`config.mk`:
```
export PLATFORM = sky130hd
export DESIGN_NAME = quick_spi_arbiter
export DESIGN_NICKNAME = d
export VERILOG_FILES = /design/src/rtl/quick_spi_pkg.sv /design/src/rtl/rr_pick.sv /design/src/rtl/quick_spi_arbiter.sv
export SDC_FILE = /design/constraint.sdc
export NUM_CORES = 1
export LEC_CHECK = 0
export ABC_CLOCK_PERIOD_IN_PS = 3300
export CORE_MARGIN = 2
export CORE_UTILIZATION = 44
export CTS_BUF_LIST = sky130_fd_sc_hd__clkbuf_4
export DETAILED_ROUTE_END_ITERATION = 7
export GPL_TIMING_DRIVEN = 0
export PLACE_DENSITY_LB_ADDON = 0.3
export SLEW_MARGIN = 0
export SYNTH_ARGS = -nofsm -noshare
export SYNTH_HDL_FRONTEND = slang
export SYNTH_SLANG_ARGS = --single-unit
```
`constraint.sdc`:
```
create_clock -name clk -period 3.3 [get_ports clk]
set_input_delay 0.495 -clock clk [delete_from_list [all_inputs] [get_ports clk]]
set_output_delay 0.495 -clock clk [all_outputs]
set_load 0.02 [all_outputs]
```
`src/rtl/quick_spi_pkg.sv`:
```
// Shared definitions for the quick_spi arbiter: default widths, operation
// codes and the 2-bit sequencer state encoding.
package quick_spi_pkg;

  localparam int DEF_NUM_REQ        = 4;
  localparam int DEF_OUT_WIDTH      = 16;
  localparam int DEF_IN_WIDTH       = 8;
  localparam int DEF_SLAVE_WIDTH    = 2;
  localparam int DEF_TIMEOUT_CYCLES = 4096;

  localparam logic OP_WRITE = 1'b1;
  localparam logic OP_READ  = 1'b0;

  typedef enum logic [1:0] {
    ST_IDLE     = 2'd0,
    ST_LAUNCH   = 2'd1,
    ST_WAIT     = 2'd2,
    ST_COMPLETE = 2'd3
  } arb_state_t;

endpackage

```
`src/rtl/rr_pick.sv`:
```
// Combinational cyclic priority encoder: returns the first set request bit
// at or after ptr, wrapping around to index 0.
module rr_pick #(
  parameter int N     = 4,
  parameter int IDX_W = $clog2(N)
) (
  input  logic [N-1:0]     req,
  input  logic [IDX_W-1:0] ptr,
  output logic             valid,
  output logic [IDX_W-1:0] idx
);

  logic [IDX_W:0] pos;

  // Scan offsets from farthest to nearest so the nearest hit to ptr wins last.
  always_comb begin
    valid = 1'b0;
    idx   = '0;
    pos   = '0;
    for (int k = N - 1; k >= 0; k--) begin
      pos = {1'b0, ptr} + (IDX_W + 1)'(k);
      if (pos >= (IDX_W + 1)'(N)) pos = pos - (IDX_W + 1)'(N);
      if (req[pos[IDX_W-1:0]]) begin
        valid = 1'b1;
        idx   = pos[IDX_W-1:0];
      end
    end
  end

endmodule

```
`src/rtl/quick_spi_arbiter.sv`:
```
// Round-robin arbiter/sequencer sharing one quick_spi master among NUM_REQ
// requesters.
// Handshake: a requester holds req[i] high with its op/slave/wdata valid;
// the request is accepted on the IDLE edge that latches it (gnt rises the
// next cycle), and the requester is released by a one-cycle done[i] (with err
// on timeout). Toward quick_spi, spi_start is a one-cycle launch pulse and
// spi_end is honoured only while waiting; spi_rdata is sampled with spi_end.
module quick_spi_arbiter
  import quick_spi_pkg::*;
#(
  parameter int NUM_REQ        = DEF_NUM_REQ,
  parameter int OUT_WIDTH      = DEF_OUT_WIDTH,
  parameter int IN_WIDTH       = DEF_IN_WIDTH,
  parameter int SLAVE_WIDTH    = DEF_SLAVE_WIDTH,
  parameter int TIMEOUT_CYCLES = DEF_TIMEOUT_CYCLES
) (
  input  logic                           clk,
  input  logic                           rst_n,
  input  logic [NUM_REQ-1:0]             req,
  input  logic [NUM_REQ-1:0]             req_op,
  input  logic [NUM_REQ*SLAVE_WIDTH-1:0] req_slave,
  input  logic [NUM_REQ*OUT_WIDTH-1:0]   req_wdata,
  output logic [NUM_REQ-1:0]             gnt,
  output logic [NUM_REQ-1:0]             done,
  output logic                           err,
  output logic [IN_WIDTH-1:0]            rdata,
  output logic                           spi_start,
  output logic                           spi_op,
  output logic [SLAVE_WIDTH-1:0]         spi_slave,
  output logic [OUT_WIDTH-1:0]           spi_wdata,
  input  logic                           spi_end,
  input  logic [IN_WIDTH-1:0]            spi_rdata,
  output arb_state_t                     dbg_state
);

  localparam int IDX_W = $clog2(NUM_REQ);
  localparam int CNT_W = $clog2(TIMEOUT_CYCLES);

  arb_state_t         state, state_nxt;
  logic [IDX_W-1:0]   ptr, winner, pick_idx;
  logic               pick_valid, mask_on, err_flag;
  logic [CNT_W-1:0]   cnt;
  logic [NUM_REQ-1:0] win_oh, req_eff;
  logic               cnt_last;

  assign win_oh    = NUM_REQ'(1) << winner;
  // The just-served requester is ignored for one IDLE cycle so it can drop req.
  assign req_eff   = req & ~(mask_on ? win_oh : '0);
  assign cnt_last  = (cnt == CNT_W'(TIMEOUT_CYCLES - 1));
  assign dbg_state = state;

  rr_pick #(.N(NUM_REQ), .IDX_W(IDX_W)) u_pick (
    .req   (req_eff),
    .ptr   (ptr),
    .valid (pick_valid),
    .idx   (pick_idx)
  );

  // Sequencer state register.
  always_ff @(posedge clk) begin
    if (!rst_n) state <= ST_IDLE;
    else        state <= state_nxt;
  end

  // Next-state decode and state-derived outputs.
  always_comb begin
    state_nxt = state;
    gnt       = '0;
    done      = '0;
    err       = 1'b0;
    spi_start = 1'b0;
    case (state)
      ST_IDLE:   if (pick_valid) state_nxt = ST_LAUNCH;
      ST_LAUNCH: begin
        gnt       = win_oh;
        spi_start = 1'b1;
        state_nxt = ST_WAIT;
      end
      ST_WAIT: begin
        gnt = win_oh;
        if (spi_end || cnt_last) state_nxt = ST_COMPLETE;
      end
      ST_COMPLETE: begin
        gnt       = win_oh;
        done      = win_oh;
        err       = err_flag;
        state_nxt = ST_IDLE;
      end
      default: state_nxt = ST_IDLE;
    endcase
  end

  // Latch the winner's transaction, run the timeout counter, capture read data.
  always_ff @(posedge clk) begin
    if (!rst_n) begin
      ptr       <= '0;
      winner    <= '0;
      mask_on   <= 1'b0;
      err_flag  <= 1'b0;
      cnt       <= '0;
      rdata     <= '0;
      spi_op    <= 1'b0;
      spi_slave <= '0;
      spi_wdata <= '0;
    end else begin
      case (state)
        ST_IDLE: begin
          mask_on <= 1'b0;
          if (pick_valid) begin
            winner    <= pick_idx;
            err_flag  <= 1'b0;
            spi_op    <= req_op[pick_idx];
            spi_slave <= req_slave[pick_idx*SLAVE_WIDTH +: SLAVE_WIDTH];
            spi_wdata <= req_wdata[pick_idx*OUT_WIDTH +: OUT_WIDTH];
          end
        end
        ST_LAUNCH: cnt <= '0;
        ST_WAIT: begin
          if (spi_end) begin
            if (spi_op == OP_READ) rdata <= spi_rdata;
          end else if (cnt_last) begin
            err_flag <= 1'b1;
            rdata    <= '0;
          end else begin
            cnt <= cnt + 1'b1;
          end
        end
        ST_COMPLETE: begin
          ptr     <= (winner == IDX_W'(NUM_REQ - 1)) ? '0 : winner + 1'b1;
          mask_on <= 1'b1;
        end
        default: ;
      endcase
    end
  end

endmodule

```
=== After elaboration in Yosys (flattened, before gate mapping) ===
Index checks and enable logic that the tools add are counted.

* Eq/ne operators: 11
* Bitwise gates (word level): 2
* $add $sub $neg: 9
* Reduce and logical (&&, ||, !) cells: 12
* Order comparisons: 9
* Shift-type cells: 3
* Muxes and demuxes: 42

{| class="wikitable"
|+ Operators by type and width
! kind !! count
|-
| $shiftx A64 B7 Y16 || 1
|-
| $mux W12 || 2
|-
| $mux W8 || 3
|-
| $pmux W12 S2 || 1
|-
| $mux W2 || 11
|-
| $lt A2 B3 Y1 const B || 5
|-
| $mux W1 || 14
|-
| $add A12 B1 Y12 const B || 1
|-
| $eq A12 B12 Y1 const B || 1
|-
| $mux W4 || 3
|-
| $ne A2 B2 Y1 const B || 6
|-
| $bmux W1 S2 || 5
|-
| $ge A3 B3 Y1 const B || 3
|-
| $pmux W2 S4 || 1
|-
| $reduce_bool A2 Y1 || 4
|-
| $shiftx A8 B4 Y2 || 1
|-
| $sub A2 B1 Y2 const B || 4
|-
| $add A2 B2 Y3 const B || 2
|-
| $eq A2 B2 Y1 const B || 3
|-
| $reduce_and A3 Y1 || 2
|-
| $and A4 B4 Y4 || 1
|-
| $not A4 Y4 || 1
|-
| $pmux W1 S2 || 2
|-
| $reduce_and A2 Y1 || 2
|-
| other kinds (9) || 9
|}

* Bits in registers: 47
* Logic and storage cells: 98

=== Longest topological paths before layout ===
Gate-level depths: netlist of run 1.

* Depth in word-level cells: 12
* Mapped depth: 10

=== By module ===
A second synthesis of run 1 with hierarchy kept.

* Cell total of the unflattened synthesis: 284
* Area total of the unflattened synthesis: 2701.3 um^2

{| class="wikitable"
|+ Modules (own cells, without submodules)
! module !! area an instance (um^2) !! instances !! sequential area each (um^2) !! cells each
|-
| quick_spi_arbiter || 2623.8 || 1 || 940.9 || 271
|-
| rr_pick || 77.6 || 1 || 0.0 || 13
|}

=== Least setup slack after synthesis of run 1 ===
OpenSTA, ideal clock, no wires.

* Path kind: reg-to-reg
* Start point: register winner[0]
* End point: register spi_wdata[10]
* Path slack: 0.899 ns
* Data required time: 3.168 ns
* Cell stages (with the launch flop): 11
* Data arrival time: 2.268 ns
* Cells stage by stage: dfxtp_1 > inv_1 > ha_1 > mux2_4 > a221oi_4 > mux2i_1 > a222oi_1 > buf_4 > buf_6 > o221a_2 > o32ai_2

* Longest elaborated chain between the ends: 11
* Elaborated cells between the ends (all ways): 22

{| class="wikitable"
|+ RTL lines
! element !! line !! text
|-
| from (decl) || quick_spi_arbiter.sv:40 || <nowiki>logic [IDX_W-1:0] ptr, winner, pick_idx;</nowiki>
|-
| from (signal assigned) || quick_spi_arbiter.sv:110 || <nowiki>winner <= pick_idx;</nowiki>
|-
| $shl A1 B2 Y4 (*) || quick_spi_arbiter.sv:46 || <nowiki>assign win_oh = NUM_REQ'(1) << winner;</nowiki>
|-
| $mux W4 (*) || quick_spi_arbiter.sv:48 || <nowiki>assign req_eff = req & ~(mask_on ? win_oh : '0);</nowiki>
|-
| $not A4 Y4 (*) || quick_spi_arbiter.sv:48 ||
|-
| $and A4 B4 Y4 (*) || quick_spi_arbiter.sv:48 ||
|-
| $bmux W1 S2 || rr_pick.sv:23 || <nowiki>if (req[pos[IDX_W-1:0]]) begin</nowiki>
|-
| $mux W1 (implied by the code) || rr_pick.sv:23 ||
|-
| $mux W2 or $mux W1 (tied branches) (4 in a row) || rr_pick.sv:23 ||
|-
| $shiftx A64 B7 Y16 or $reduce_and A2 Y1 (tied branches) || -- ||
|-
| to (signal assigned) || quick_spi_arbiter.sv:114 || <nowiki>spi_wdata <= req_wdata[pick_idx*OUT_WIDTH +: OUT_WIDTH];</nowiki>
|-
| to (decl) || quick_spi_arbiter.sv:30 || <nowiki>output logic [OUT_WIDTH-1:0] spi_wdata,</nowiki>
|}

Mark *: on every way between the ends. The rest lies on a longest branch, timed or not. The select of a mux whose other input is x is not followed.
A chain may end at the register's enable or synchronous reset.

=== Worst setup path after layout of run 1 ===
* Start point: register winner[0]
* End point: register spi_wdata[11]

The elaborated chain is that of the path after synthesis.

==> impl_metrics.ini, run 1 <==
[routing]
postRouteAntennaNets = 0
finalWirelength_um = 9040
vias = 3233
drc = 0
first_iter_violations = 138
drtPass1Iterations = 5
routedWlPerCell_um = 15.0
via_per_inst = 5.38

[status]
status = finished, final reports clean

[cts]
cts.reportedPaths.clkPinSlew_ns = 0.15
cts_resized = 0
cts_tree = built
holdBufCountCts = 0
root_buffer = clkbuf_4
cts_sinks = 47
h-tree-depth = 2
numCtsBuffers = 5
clock_latency_ns = 0.38
postCtsSetupRepairBufs = 0
cts_buffer_depth = 2

[sta]
min_period_over_period_pct = 90.6
tightest_slew_ns = 0.569
worst_clock_skew_ns = 0.0177
rsz0062_at_grt = no
hold_violations = 0
finalSetupViolations = 0
relSlewSlack_pct = 61.1
setup_tns_ns = 0
period_minus_slack_ns = 2.99
fmax_ghz = 0.335
finalMaxSlewViolations = 0
setup_slack_ns = 0.312

[setup_path]
cp_cell_sequence = inv_1 -> ha_1 -> nand2b_1 -> o221ai_1 -> o311a_1 -> buf_2 -> nand2_1 -> clkbuf_1 -> a221oi_1 -> o32ai_2
worst_path_max_delay_cell = dfxtp_1
crit_fanout = 10
worst-r2r-setup-slack_ns = 0.31
ff2ff_path_depth = 10
start_kind = flip-flop
r2r-start = winner[0]$_SDFFE_PN0P_
end_kind = flip-flop
required_ns = 3.57
path_class = flip-flop to flip-flop
critPathMaxStageDelay_ns = 0.46
r2r_end = spi_wdata[11]$_SDFFE_PN0P_
arrival_ns = 3.26

[synth]
ys_seq_area_share_pct = 30.4
ys_types = 47
syn_inst = 368
synthTopCellsByArea = dfxtp_1 (30%), o221a_2 (6.9%), inv_1 (5.9%)
synth_top_area_share_pct = 30.4
ys.warnings.count = 0
syn_area_sq_um = 3090
yosysTopAreaCell = dfxtp_1
ys.flop_type = dfxtp_1
syn-num-nets = 468
syn_avg_cell_area_sq_um = 8.40
ys_ff_latch = 47
synth_edf_count = 0
async_flop_share_pct = 0

[layout]
diodes = 0
design_area_sq_um = 4560
syn2layout_area_growth_pct = 47.6
final_common_cell = clkdlybuf4s50_1
stdcell_count = 601
final_cell_mix = clkdlybuf4s50_1 (129), inv_1 (49), dfxtp_1 (47)
final_nets = 604
layout-drive-gt1-share_pct = 9.90

[global_routing]
grt_max_degree = 15
grt_pass1_vias = 3240
grt_use_total_pct = 23.2
grt_antenna_before_repair = 0
grt_pass1_wl_um = 14300
globalRouteOverflowTotal = 0

[floorplan]
die-area_sq_um = 7710
start_util_pct = 45.5
die_x_um = 87.8
fp-row-count = 30
io_pins = 130
coreArea_sq_um = 6790
die_h_um = 87.8

[placement]
gp_congestion = 0.858
pre_cts_ws_ns = -0.0438
dp_hpwl_um = 6930
port_buffers = 129
place_area_sq_um = 4500
placedCellCount = 593

[min_path]
hp-start = spi_slave[0]$_SDFFE_PN0P_
whs_path_depth = 2
hold_path_end = spi_slave[0]$_SDFFE_PN0P_
hp-class = flip-flop to flip-flop

[flow_run]
cap_violations = 0

[power]
finalPower_uw = 2760
peakVddDrop_uv = 308
p_per_area_nw_per_um2 = 605
p_leak_uw = 0.00168
==> power by group <==
group	switching (uW)	total (uW)	internal, uW
combinational	874	1660	785
sequential	100	812	712
clock	200	291	91.3
total	1170	2760	1590
==> synthesized netlist by cell type, types with 2 or more instances <==
| cell type | n |
|---|---|
| nand2b_1 | 3 |
| xnor2_1 | 10 |
| o32ai_1 | 9 |
| ha_1 | 9 |
| o32ai_2 | 10 |
| nor3b_1 | 2 |
| mux2i_1 | 10 |
| nand2_1 | 27 |
| and2_1 | 27 |
| a22oi_1 | 8 |
| nor2b_1 | 7 |
| a21o_1 | 2 |
| o221a_2 | 19 |
| mux2_1 | 2 |
| nand3_1 | 9 |
| buf_2 | 6 |
| or3_1 | 2 |
| o21ai_0 | 5 |
| a221oi_1 | 19 |
| inv_1 | 49 |
| buf_6 | 2 |
| a2111oi_0 | 4 |
| o221ai_1 | 2 |
| nor2_1 | 32 |
| a21oi_1 | 8 |
| dfxtp_1 | 47 |
| a211oi_1 | 4 |
| clkbuf_1 | 15 |
==> worst max-delay path by stage <==
| stage | startpoint | to | slack, ns |
|---|---|---|---|
| finish | winner[0]$_SDFFE_PN0P_ | spi_wdata[11]$_SDFFE_PN0P_ | 0.31 |
| global route | winner[0]$_SDFFE_PN0P_ | spi_wdata[11]$_SDFFE_PN0P_ | 0.06 |
| CTS | winner[0]$_SDFFE_PN0P_ | spi_wdata[6]$_SDFFE_PN0P_ | 0.25 |
| detailed placement | req[3] | spi_wdata[11]$_SDFFE_PN0P_ | -0.04 |
| global placement | req[3] | spi_wdata[6]$_SDFFE_PN0P_ | 0.01 |
| floorplan | winner[0]$_SDFFE_PN0P_ | spi_wdata[10]$_SDFFE_PN0P_ | 0.90 |
==> area by class of cell <==
cell class / instances / area (sq um)
Fill cell: 572 / 2230
Buffer: 25 / 120
Inverter: 50 / 188
Clock buffer: 6 / 45.0
Sequential cell: 47 / 941
Tap cell: 96 / 120
Clock inverter: 2 / 12.5
Multi-Input combinational cell: 246 / 1850
Timing Repair Buffer: 129 / 1290
==> through the flow <==
step,hold WS [ns],util [%]
global placement,0.440,66.3
global route,0.495,67.2
CTS,0.472,67.1
detailed placement,0.448,66.3
floorplan,0.443,-
finish,0.468,67.2
==> cell families after synthesis <==
| logic type | share of synthesized area (%) |
|---|---|
| fa+ha+maj | 3.64 |
| simple gates | 17.9 |
| compound gates | 30.4 |
| flops | 30.4 |
| mux | 4.82 |
| xor+xnor | 2.83 |
| buf+inv | 9.96 |
==> metal layers <==
metal  GRT usage [%]  vias up  wire length (um)
met1            27.7     1484              3810
met2            40.2      147              4270
met5               0        -                 0
li1                -     1592                 -
met3            6.97       10               852
met4            7.27        0               113
==> critical path, delay by kind of cell (launching register included) <==
kind,cells,cell delay (ns)
buffers and inverters,3,0.64
AND/OR/NAND/NOR,2,0.43
flip-flops,1,0.46
adder cells (fa/ha/maj),1,0.29
AO/OA/AOI/OAI,4,1.05
==> sequential cells by signal, summed over array words and instances (netlist names) <==
register and cells:
spi_op 1, cnt 12, mask_on 1, dbg_state 2, spi_wdata 16, spi_slave 2
ptr 2, winner 2, rdata 8, err_flag 1
Note: power is estimated with default switching activity, not from simulation.
==> run 2, diff against run 1 <==
- GPL_ROUTABILITY_DRIVEN: default -> 0
==> results of run 2 <==
The final DEF is identical to that of run 1; final timing and power are the same.
